===== src/rtl/stochastic_pkg.sv =====
// Shared types and LFSR helpers for the stochastic job source.
package stochastic_pkg;

  localparam logic [31:0] LFSR_POLY     = 32'h8020_0003;
  localparam logic [31:0] LFSR_ZERO_FIX = 32'h1;

  typedef enum logic [1:0] {ST_IDLE, ST_GAP, ST_OFFER} state_e;

  // Right-shifting Galois step: feedback taps applied when the bit shifted out is 1.
  function automatic logic [31:0] lfsr_next(input logic [31:0] v);
    return v[0] ? ((v >> 1) ^ LFSR_POLY) : (v >> 1);
  endfunction

  function automatic logic [31:0] lfsr_seed_fix(input logic [31:0] s);
    return (s == 32'h0) ? LFSR_ZERO_FIX : s;
  endfunction

endpackage


===== src/rtl/lfsr32.sv =====
// 32-bit Galois LFSR with synchronous seed load; load wins over step.
module lfsr32
  import stochastic_pkg::*;
(
  input  logic        clk,
  input  logic        rst_n,
  input  logic        load,
  input  logic [31:0] seed,
  input  logic        step,
  output logic [31:0] value
);

  always_ff @(posedge clk or negedge rst_n) begin
    if (!rst_n)    value <= LFSR_ZERO_FIX;
    else if (load) value <= lfsr_seed_fix(seed);
    else if (step) value <= lfsr_next(value);
  end

endmodule


===== src/rtl/stochastic_job_source.sv =====
// Seed-controlled (item, weight) job generator with pseudo-random inter-arrival gaps.
module stochastic_job_source
  import stochastic_pkg::*;
#(
  parameter int DATA_W   = 32,
  parameter int WEIGHT_W = 4,
  parameter int GAP_W    = 3,
  parameter int MAX_JOBS = 0
) (
  input  logic              clk,
  input  logic              rst_n,
  input  logic              enable,
  input  logic              load_seeds,
  input  logic [DATA_W-1:0] seed1,
  input  logic [DATA_W-1:0] seed2,
  input  logic [DATA_W-1:0] seed3,
  input  logic              out_ready,
  output logic              out_valid,
  output logic [DATA_W-1:0] out_item,
  output logic [DATA_W-1:0] out_weight,
  output logic [DATA_W-1:0] jobs_issued,
  output logic              done
);

  localparam logic [31:0] GAP_MASK = 32'((64'd1 << GAP_W) - 64'd1);

  state_e            state;
  logic [DATA_W-1:0] id;
  logic [31:0]       cnt;
  logic [31:0]       lfsr_w, lfsr_g, lfsr_w_nxt, gap_draw;
  logic [DATA_W-1:0] wt_cur, wt_nxt;
  logic              hs, max_hit, draw_idle, draw_hs, w_step, g_step;

  // out_valid is always high in OFFER, so the handshake reduces to ready.
  assign hs         = (state == ST_OFFER) && out_ready;
  assign max_hit    = (MAX_JOBS != 0) && ((jobs_issued + DATA_W'(1)) == DATA_W'(MAX_JOBS));
  assign draw_idle  = (state == ST_IDLE) && enable && !done;
  assign draw_hs    = hs && !max_hit && enable;
  assign w_step     = !load_seeds && hs;
  assign g_step     = !load_seeds && (draw_idle || draw_hs);
  assign gap_draw   = lfsr_g & GAP_MASK;
  assign lfsr_w_nxt = lfsr_next(lfsr_w);
  assign wt_cur     = DATA_W'(lfsr_w[WEIGHT_W-1:0]) + DATA_W'(1);
  assign wt_nxt     = DATA_W'(lfsr_w_nxt[WEIGHT_W-1:0]) + DATA_W'(1);

  lfsr32 u_lfsr_w (
    .clk   (clk),
    .rst_n (rst_n),
    .load  (load_seeds),
    .seed  (32'(seed2)),
    .step  (w_step),
    .value (lfsr_w)
  );

  lfsr32 u_lfsr_g (
    .clk   (clk),
    .rst_n (rst_n),
    .load  (load_seeds),
    .seed  (32'(seed3)),
    .step  (g_step),
    .value (lfsr_g)
  );

  always_ff @(posedge clk or negedge rst_n) begin
    if (!rst_n) begin
      state       <= ST_IDLE;
      id          <= '0;
      cnt         <= '0;
      out_valid   <= 1'b0;
      out_item    <= '0;
      out_weight  <= '0;
      jobs_issued <= '0;
      done        <= 1'b0;
    end else if (load_seeds) begin
      state       <= ST_IDLE;
      id          <= seed1;
      cnt         <= '0;
      out_valid   <= 1'b0;
      jobs_issued <= '0;
      done        <= 1'b0;
    end else begin
      case (state)
        ST_IDLE: begin
          if (enable && !done) begin
            if (gap_draw == 32'h0) begin
              state      <= ST_OFFER;
              out_valid  <= 1'b1;
              out_item   <= id;
              out_weight <= wt_cur;
            end else begin
              state <= ST_GAP;
              cnt   <= gap_draw;
            end
          end
        end
        ST_GAP: begin
          if (enable) begin
            if (cnt <= 32'h1) begin
              state      <= ST_OFFER;
              cnt        <= '0;
              out_valid  <= 1'b1;
              out_item   <= id;
              out_weight <= wt_cur;
            end else begin
              cnt <= cnt - 32'h1;
            end
          end
        end
        ST_OFFER: begin
          if (out_ready) begin
            id          <= id + DATA_W'(1);
            jobs_issued <= jobs_issued + DATA_W'(1);
            if (max_hit) begin
              done      <= 1'b1;
              out_valid <= 1'b0;
              state     <= ST_IDLE;
            end else if (enable) begin
              if (gap_draw == 32'h0) begin
                // Back-to-back: next job uses the post-step weight LFSR value.
                out_item   <= id + DATA_W'(1);
                out_weight <= wt_nxt;
              end else begin
                out_valid <= 1'b0;
                cnt       <= gap_draw;
                state     <= ST_GAP;
              end
            end else begin
              out_valid <= 1'b0;
              state     <= ST_IDLE;
            end
          end
        end
        default: state <= ST_IDLE;
      endcase
    end
  end

endmodule

===== config.mk =====
export PLATFORM = sky130hd
export DESIGN_NAME = stochastic_job_source
export DESIGN_NICKNAME = d
export VERILOG_FILES = /design/src/rtl/stochastic_pkg.sv /design/src/rtl/lfsr32.sv /design/src/rtl/stochastic_job_source.sv
export SDC_FILE = /design/constraint.sdc
export NUM_CORES = 1
export LEC_CHECK = 0
export BUFFER_PORTS_ARGS = -buffer_cell sky130_fd_sc_hd__clkbuf_2
export CELL_PAD_IN_SITES_DETAIL_PLACEMENT = 1
export CELL_PAD_IN_SITES_GLOBAL_PLACEMENT = 1
export CORE_ASPECT_RATIO = 1.75
export CORE_MARGIN = 4
export CORE_UTILIZATION = 43
export CTS_CLUSTER_SIZE = 12
export DETAILED_ROUTE_END_ITERATION = 10
export GPL_TIMING_DRIVEN = 0
export PLACE_DENSITY = 0.8
export SYNTH_ARGS = -nofsm -noshare
export SYNTH_HDL_FRONTEND = slang
export SYNTH_SLANG_ARGS = --single-unit

===== constraint.sdc =====
create_clock -name clk -period 3.1 [get_ports clk]
set_input_delay 0.775 -clock clk [delete_from_list [all_inputs] [get_ports clk]]
set_output_delay 0.775 -clock clk [all_outputs]
set_load 0.01 [all_outputs]

==> flow_summary.ini, run 1 <==
[finish]
fillers = 2927
areaGrowthSynthToFinish_pct = 18.28
design_area_um2 = 12930
drive_gt1_share_pct = 22.00
utilization_pct = 51.42
fin_nets = 1464
final_cell_mix = 198 x dfrtp_1, 170 x clkbuf_2, 152 x nand2_1
layout_commonest_cell = dfrtp_1

[min_path]
hp-class = primary input to asynchronous set/reset pin

[placement]
dp_hpwl_mm = 25.23
globalplace.congestion = 0.8623
post-place-ws_ps = -285.6
dpl-instance-area_um2 = 12340
portBuffers = 169

[clock_tree]
cts_tree = done
ctsHoldBuffers = 0
clock_latency_ps = 460
cts_max_path_buffers = 2
clkSinkCount = 200
numCtsBuffers = 17
root_buffer = clkbuf_16
clkTransAtPathRegs_ps = 70
ctsHtreeMaxLevel = 4

[timing]
finalWorstSetupSlack_ps = 216.2
worst_slew_pin_slew_ps = 1105
hold_violations = 0
min_period_ps = 2884
relSlewSlack_pct = 25.79
tns_ps = 0
finalSetupViolCount = 0
final_max_slew_viol_count = 0
clock_skew_ps = 7.992
fin_crit_sh_pct = 93.03
clock.fmax_mhz = 346.8
rsz0062_at_grt = false

[grt]
grt_start_max_net_pins = 82
grt_pass1_vias = 10340
grt_usage_pct = 23.97
grt_pass1_wl_mm = 53.36
grt_overflow = 0
antenna_found_initial = 4

[job]
maxCapViolCount = 0

[pwr]
clockPowerShare_pct = 24.5
ir_drop_mv = 0.3817
internal_power_mw = 5.888
p_sw_share_pct = 36.90
p_comb_share_pct = 37.0
total_power_mw = 9.330
power_leakage_nw = 6.051
powerDensity_nw_per_um2 = 721.7
power.switching_mw = 3.443
seq_power_share_pct = 38.4

[critical_path]
end_kind = flip-flop
worst-setup-path-type = primary input to flip-flop
crit_path_max_incr_delay_ps = 600
r2r_slack_ps = 240
path_buf_inv = 5
cp.arrival_ps = 3260
crit_family = buffers and inverters
critical_path_required_ps = 3480
start_kind = primary input
path_cells = buf_2 -> clkbuf_1 -> buf_1 -> clkbuf_1 -> clkbuf_1 -> nand2_1 -> o21ai_0
crit_path_max_fanout = 10
cp_common_cell = clkbuf_1
critPathSlowestCell = clkbuf_1

[die]
die_h_um = 218.9
initial_core_util_pct = 43.47
top_level_ports = 199
fp.coreArea_um2 = 25150
die_area_um2 = 28140
num_rows = 77
die_w_um = 128.5

[yosys]
synth_warnings = 0
synth-edff-count = 0
synthArstFlopShare_pct = 100.0
synth.avg_cell_area_um2 = 9.588
synth_ff_type = dfrtp_1
seq_area_frac_synth_pct = 45.81
synthCells = 1140
ys_ff_latch = 200
syn_area_um2 = 10930
synthDistinctLibCells = 70

[route]
antenna_left = 0
routed_wirelength_mm = 33.02
first_pass_iters = 4
vias = 9376
vias_per_cell = 5.564
drcViolationCount = 0
drt_iter0_drc = 390
wire_per_inst_um = 19.60

[outcome]
status = complete, no violations
==> path summary, 6_finish.rpt <==
| path | to | depth (start not counted) | start |
|---|---|---|---|
| max reg2reg | cnt[23] | 6 | cnt[18] |
| min in group clk | out_item[0] | 1 | out_item[0] |
| max | u_lfsr_w.value[25] | 7 | load_seeds |
| min reg2reg | out_item[0] | 1 | out_item[0] |
| min | jobs_issued[13] | 1 | rst_n |
| max in group asynchronous | u_lfsr_g.value[0] | 3 | rst_n |
==> per-layer routing <==
| layer | global-route usage, % | wire length [µm] |
|---|---|---|
| met1 | 25.49 | 12220 |
| met5 | 0 | 12 |
| met2 | 44.85 | 18060 |
| met4 | 10.69 | 1299 |
| met3 | 4.822 | 1434 |
==> flip-flops by register name, summed over array words and instances, names as in the netlist <==
register and count:
out_item 32, out_valid 1, out_weight 5, id 32, u_lfsr_g.value 32, state 2, jobs_issued 32, cnt 32
u_lfsr_w.value 32
==> per-stage QoR <==
stage | instances | hold WS (ps)
floorplan | 1167 | 472.2
global placement | 1652 | 492.4
detailed placement | 1654 | 497.9
CTS | 1684 | 283.7
global route | 1685 | 306.1
finish | 1685 | 266.7
==> cell families after synthesis <==
logic type      count (synthesis)  synth area share, %
fa+ha+maj                       6               0.6868
other cells                     1              0.03431
simple gates                  411                18.49
compound gates                206                10.93
flops                         200                45.81
mux                            93                9.844
buf+inv                       118                5.792
xor+xnor                      105                8.413
==> power groups by stage <==
stage                     combinational, mW  clock [mW]  sequential, mW
after floorplan                        2.32           0            3.61
after global placement                 3.35           0            3.60
after detailed placement               3.45           0            3.62
after CTS                              3.48        2.33            3.59
after global routing                   3.79        2.42            3.66
final                                  3.45        2.29            3.59
==> final cells by class <==
type,count,area (µm²),area share (%)
tap,316,395.4,3.058
clock buffer,22,484.2,3.745
timing repair buffer,171,909.6,7.036
inverter,22,82.58,0.6387
clock inverter,8,96.34,0.7452
antenna,1,2.502,0.01936
sequential,200,5007,38.73
multi-input combinational,849,5399,41.76
buffer,96,551.8,4.268
==> synthesized netlist by cell type, types with 6 or more instances <==
library cell  count  area, µm²
and4_1            6      52.55
ha_1              6      75.07
or4_1            11      82.58
o21ai_0         111      555.5
buf_4            30      225.2
and3_1           16      100.1
nor3_1           18      90.09
mux2_2            8      90.09
nor4_1           23      143.9
o211ai_1          9      67.56
inv_1            22      82.58
mux2i_1          58      580.6
o2111ai_1        10      87.58
o31ai_1           8      60.06
xnor2_1          47      411.6
a21oi_1          40      200.2
nand2_1         152      570.6
nand4_1          30      187.7
clkbuf_1         48      180.2
or3_1            11      68.82
dfrtp_1         198       4955
mux2_4           27      405.4
nand3_1          37      185.2
xor2_1           58      508.0
nor2_1           79      296.5
buf_2             8      40.04
==> what timing repair did <==
| action | 4_1_cts | 5_1_grt |
|---|---|---|
| setup buffers | 0 | 0 |
| setup endpoints to repair | 0 | 24 |
| endpoints found under the hold margin | 0 | 0 |
| resized for setup | 0 | 3 |
(Power assumes the default switching activity.)
==> inputs of run 2 (changes only) <==
- SYNTH_HIERARCHICAL: default -> 1
==> run 2 against run 1 <==
Maximum frequency decreased by 2.5%. Power decreased by 2.6%. First-iteration DRC count decreased by 18%. Die area decreased by 1.1%. Synthesized cell count decreased by 1.7%. Combinational power decreased by 9.3%. Critical endpoint is now out_item[14].
==> flow_summary.ini, run 2 <==
[critical_path]
crit_family = simple AND/OR/NAND/NOR gates
start_kind = flip-flop
timing.critical_path.from = state[1]
r2r-start = state[1]
path_cells = clkbuf_1 -> nand3b_1 -> nor4_2 -> nand3_1 -> xnor2_1 -> mux2_2
crit_path_max_incr_delay_ps = 1050
worst-setup-path-type = flip-flop to flip-flop
path_buf_inv = 1
r2r_slack_ps = 140
crit_path_max_fanout = 10
critical_path_required_ps = 3430
end_kind = flip-flop
cp.arrival_ps = 3290
critPathSlowestCell = nor4_2

[clock_tree]
numCtsBuffers = 17
ctsHoldBuffers = 0
ctsHtreeMaxLevel = 4
root_buffer = clkbuf_16
cts_max_path_buffers = 2
cts_tree = done
clock_latency_ps = 440
clkTransAtPathRegs_ps = 70
clkSinkCount = 200

[finish]
areaGrowthSynthToFinish_pct = 19.00
final_cell_count_no_fill = 1667
fillers = 2934
final_cell_mix = 198 x dfrtp_1, 170 x clkbuf_2, 141 x nand2_1
fin_nets = 1448
drive_gt1_share_pct = 23.32
antenna_cells = 0
layout_commonest_cell = dfrtp_1

[yosys]
synth_ff_type = dfrtp_1
synthDistinctLibCells = 56
seq_area_frac_synth_pct = 46.34
synth.avg_cell_area_um2 = 9.640
synthArstFlopShare_pct = 100.0
syn_area_um2 = 10810
netlist.area_leader.share_pct = 45.85
ys_top_cells_by_count = 198 x dfrtp_1, 141 x nand2_1, 117 x o21ai_0
synth-edff-count = 0
yosysTopAreaCell = dfrtp_1
synth.most_common_cell = dfrtp_1
synthTopCellsByArea = dfrtp_1 46%, mux2i_1 5.6%, o21ai_0 5.4%
synthCells = 1121
synth_warnings = 6
ys_ff_latch = 200

[route]
drcViolationCount = 0
first_pass_iters = 5
routed_wirelength_mm = 30.77
drt_iter0_drc = 321
antenna_left = 0
vias = 9205
vias_per_cell = 5.522
wire_per_inst_um = 18.46

[timing]
relSlewSlack_pct = 21.99
finalSetupViolCount = 0
fin_crit_sh_pct = 95.45
worst_slew_pin_slew_ps = 1160
clock_skew_ps = 7.739
clock.fmax_mhz = 338.0
min_period_ps = 2959
final_max_slew_viol_count = 0
hold_violations = 0
finalWorstSetupSlack_ps = 141.1
rsz0062_at_grt = false

[pwr]
power_leakage_nw = 5.520
ir_drop_mv = 0.4034
powerDensity_nw_per_um2 = 706.3

[grt]
antenna_found_initial = 1
grt_usage_pct = 22.29
grt_pass1_vias = 9997
grt_pass1_wl_mm = 49.85
grt_overflow = 0
grt_start_max_net_pins = 106

[min_path]
hp-class = primary input to asynchronous set/reset pin

[placement]
post-place-ws_ps = -334.2
dp_hpwl_mm = 23.29
portBuffers = 170
globalplace.congestion = 0.8181
dpl.cell_count = 1632

[die]
fp.coreArea_um2 = 24720
die_h_um = 217.7
die_area_um2 = 27830
num_rows = 76
die_w_um = 127.8
initial_core_util_pct = 43.71
top_level_ports = 199

[outcome]
status = complete, no violations

[job]
maxCapViolCount = 0
## run 2: cell types whose count changed in the layout (fill, tap and decap cells not counted), sizes merged, moves of 5 or more
cell,previous run,this run
xnor2,47,65
a21oi,41,36
xor2,58,40
nand2,152,141
o21ai,112,119
or3,12,24
o2111ai,10,5
nor4,26,31
buf,48,54
nor2,81,58
nor3,18,26
and3,17,8
## run 2: layer usage
metal | global-route usage, % | vias to the layer above | share of wire, %
li1 | - | 4319 | -
met1 | 23.50 | 4657 | 36
met2 | 43.28 | 196 | 57
met3 | 4.804 | 31 | 4.8
met4 | 6.657 | 2 | 2.0
met5 | 0 | - | 0.042
## run 2: path summary, 6_finish.rpt
| check | cells past startpoint | end |
|---|---|---|
| setup / recovery | 6 | out_item[14] |
| hold / removal | 1 | jobs_issued[11] |
| setup reg to reg | 6 | out_item[14] |
| hold reg to reg | 1 | out_item[29] |
| max in group asynchronous | 2 | id[19] |
| min in group clk | 1 | out_item[29] |
## run 2: through the flow
stage / setup TNS, ps / area, µm² / util, % / hold slack, ps / power [mW]
2_1_floorplan: 0 / 10910 / - / 479.4 / 5.662
3_3_place_gp: -543800 / 12150 / 49.14 / 490.2 / 6.584
3_5_place_dp: -8378 / 12200 / 49.34 / 495.6 / 6.768
4_1_cts: 0 / 12860 / 52.00 / 420.5 / 9.161
5_1_grt: 0 / 12860 / 52.01 / 445.8 / 9.642
6_report: 0 / 12860 / 52.01 / 349.6 / 9.083
## run 2: area by class of cell
cell class | count | area [µm²] | share of cell area, %
Buffer | 98 | 580.6 | 4.515
Clock buffer | 18 | 439.2 | 3.415
Clock inverter | 14 | 172.7 | 1.343
Inverter | 19 | 71.32 | 0.5546
Multi-Input combinational cell | 831 | 5269 | 40.97
Sequential cell | 200 | 5007 | 38.94
Tap cell | 312 | 390.4 | 3.036
Timing Repair Buffer | 175 | 929.6 | 7.229
## run 2: cell families (layout without fill, tap and decap cells)
logic type | after synthesis | in the layout | synth area share, %
compound gates | 192 | 192 | 10.02
xor+xnor | 105 | 105 | 8.510
fa+ha+maj | 5 | 5 | 0.5789
buf+inv | 117 | 324 | 5.998
flops | 200 | 200 | 46.34
mux | 97 | 97 | 9.413
other cells | 1 | 28 | 0.03470
simple gates | 404 | 404 | 19.12
## run 2: power by group
part           switching (mW)  internal [mW]
logic                    1.78           1.36
clock network            1.05           1.30
registers               0.444           3.16
total                    3.27           5.81
## run 2: what timing repair did
action,in CTS,in global routing
resized for setup,2,3
gates cloned,0,0
hold endpoints to repair,0,0
endpoints found under the setup margin,34,13
pin swaps,1,0
buffers inserted,3,0
## run 2: worst reg2reg max path, cell delays in order (launching register included)
cell	delay, ps
dfrtp_1	420
clkbuf_1	380
nand3b_1	280
nor4_2	1050
nand3_1	250
xnor2_1	210
mux2_2	270
==> inputs of run 3 (changes only) <==
- PLACE_DENSITY: 0.8 -> 0.79
==> run 3 against run 2 <==
Routed wire length grew 0.10%. Sequential power is essentially flat. Register-to-register slack gained 20 ps. Clock power grew 9.4%. Sequential share of layout area shrank 0.23 points. Utilization grew 0.31 points. Die area is the same. Non-clock buffer count is the same. Worst setup slack gained 16 ps. Clock skew grew 3.0 ps. Combinational power is essentially flat. Worst hold slack lost 120 ps. Critical path type unchanged.
==> flow_summary.ini, run 3 (synthesized netlist as in run 2, its figures left out) <==
[outcome]
status = complete, no violations

[route]
wire_per_inst_um = 18.48
drt_iter0_drc = 383
drcViolationCount = 0
first_pass_iters = 5
antenna_left = 0
vias_per_cell = 5.539
routed_wirelength_mm = 30.80
vias = 9234

[finish]
fillers = 2934
fin_nets = 1448
drive_gt1_share_pct = 23.10
utilization_pct = 52.33
areaGrowthSynthToFinish_pct = 19.72
final_cell_count_no_fill = 1667
final_cell_mix = 198 x dfrtp_1, 169 x clkbuf_2, 141 x nand2_1
antenna_cells = 0
layout_commonest_cell = dfrtp_1

[timing]
clock.fmax_mhz = 339.8
relSlewSlack_pct = 18.92
worst_slew_pin_slew_ps = 1206
rsz0062_at_grt = false
finalWorstSetupSlack_ps = 157.4
final_max_slew_viol_count = 0
hold_violations = 0
finalSetupViolCount = 0
clock_skew_ps = 10.78
min_period_ps = 2943
fin_crit_sh_pct = 94.92

[grt]
grt_start_max_net_pins = 84
grt_pass1_vias = 9894
met2_usage_pct = 43.16
grt_usage_pct = 22.56
grt_busiest_layer = met2
grt_pass1_wl_mm = 50.27
antenna_found_initial = 1
met3_usage_pct = 4.877
gr-usage-met1_pct = 24.28
grt_overflow = 0

[critical_path]
critical_path_required_ps = 3440
end_kind = flip-flop
timing.critical_path.from = state[1]
r2r-start = state[1]
crit_path_max_incr_delay_ps = 1080
critPathSlowestCell = nor4_2
worst-setup-path-type = flip-flop to flip-flop
r2r_slack_ps = 160
cp.arrival_ps = 3290
path_cells = clkbuf_1 -> nand3b_1 -> nor4_2 -> nand3_1 -> xnor2_1 -> mux2_2
crit_path_max_fanout = 10
path_buf_inv = 1
start_kind = flip-flop
crit_family = simple AND/OR/NAND/NOR gates

[die]
initial_core_util_pct = 43.71
die_area_um2 = 27830
fp.coreArea_um2 = 24720
num_rows = 76
die_w_um = 127.8
top_level_ports = 199
die_h_um = 217.7

[job]
maxCapViolCount = 0

[clock_tree]
cts_tree = done
clkSinkCount = 200
ctsHoldBuffers = 0
clkTransAtPathRegs_ps = 70
clock_latency_ps = 460
cts_max_path_buffers = 2
numCtsBuffers = 17
ctsHtreeMaxLevel = 4
root_buffer = clkbuf_16

[pwr]
total_power_mw = 9.278
powerDensity_nw_per_um2 = 717.2
power_leakage_nw = 5.558
ir_drop_mv = 0.3730

[placement]
post-place-ws_ps = -450.1
globalplace.congestion = 0.8292
dpl.cell_count = 1633
portBuffers = 170
dp_hpwl_mm = 23.14

[min_path]
hp-class = primary input to asynchronous set/reset pin
==> run 3: path summary, 6_finish.rpt <==
path,cells past startpoint,endpoint
min in group clk,1,out_weight[4]
min,1,u_lfsr_g/value[10]
max in group asynchronous,3,out_item[15]
min reg2reg,1,out_weight[4]
max,6,out_item[16]
max reg2reg,6,out_item[16]
==> run 3: report_power, final <==
group          total (mW)  internal (mW)  switching, mW  leakage, nW
Clock                2.56           1.53           1.02        0.317
Combinational        3.11           1.36           1.76         2.70
Sequential           3.61           3.16          0.445         2.54
Total                9.28           6.05           3.22         5.56
==> run 3: routing by layer <==
layer	up-vias	wire length (µm)
met5	-	11
met4	2	612
met3	32	1490
met2	208	17180
met1	4662	11510
li1	4330	-
==> run 3: what timing repair did <==
item / CTS / global route
buffers inserted: 2 / 0
setup endpoints to repair: 41 / 10
pin swaps: 1 / 0
resized for setup: 2 / 2
==> run 3: cell type report <==
cell class / count / area, µm² / area share, %
Buffer: 98 / 581.8 / 4.497
Multi-Input combinational cell: 831 / 5269 / 40.73
Clock buffer: 20 / 446.7 / 3.453
Inverter: 19 / 71.32 / 0.5513
Clock inverter: 12 / 221.5 / 1.712
Sequential cell: 200 / 5007 / 38.70
Timing Repair Buffer: 175 / 949.7 / 7.340
Tap cell: 312 / 390.4 / 3.017
==> run 3: stage by stage <==
stage,cell area [µm²],TNS (ps),hold WS [ps]
after floorplan,10910,0,479.4
after global placement,12150,-548510,489.4
after detailed placement,12230,-8986,494.6
after CTS,12930,0,215.3
after global routing,12940,0,233.2
final,12940,0,225.2
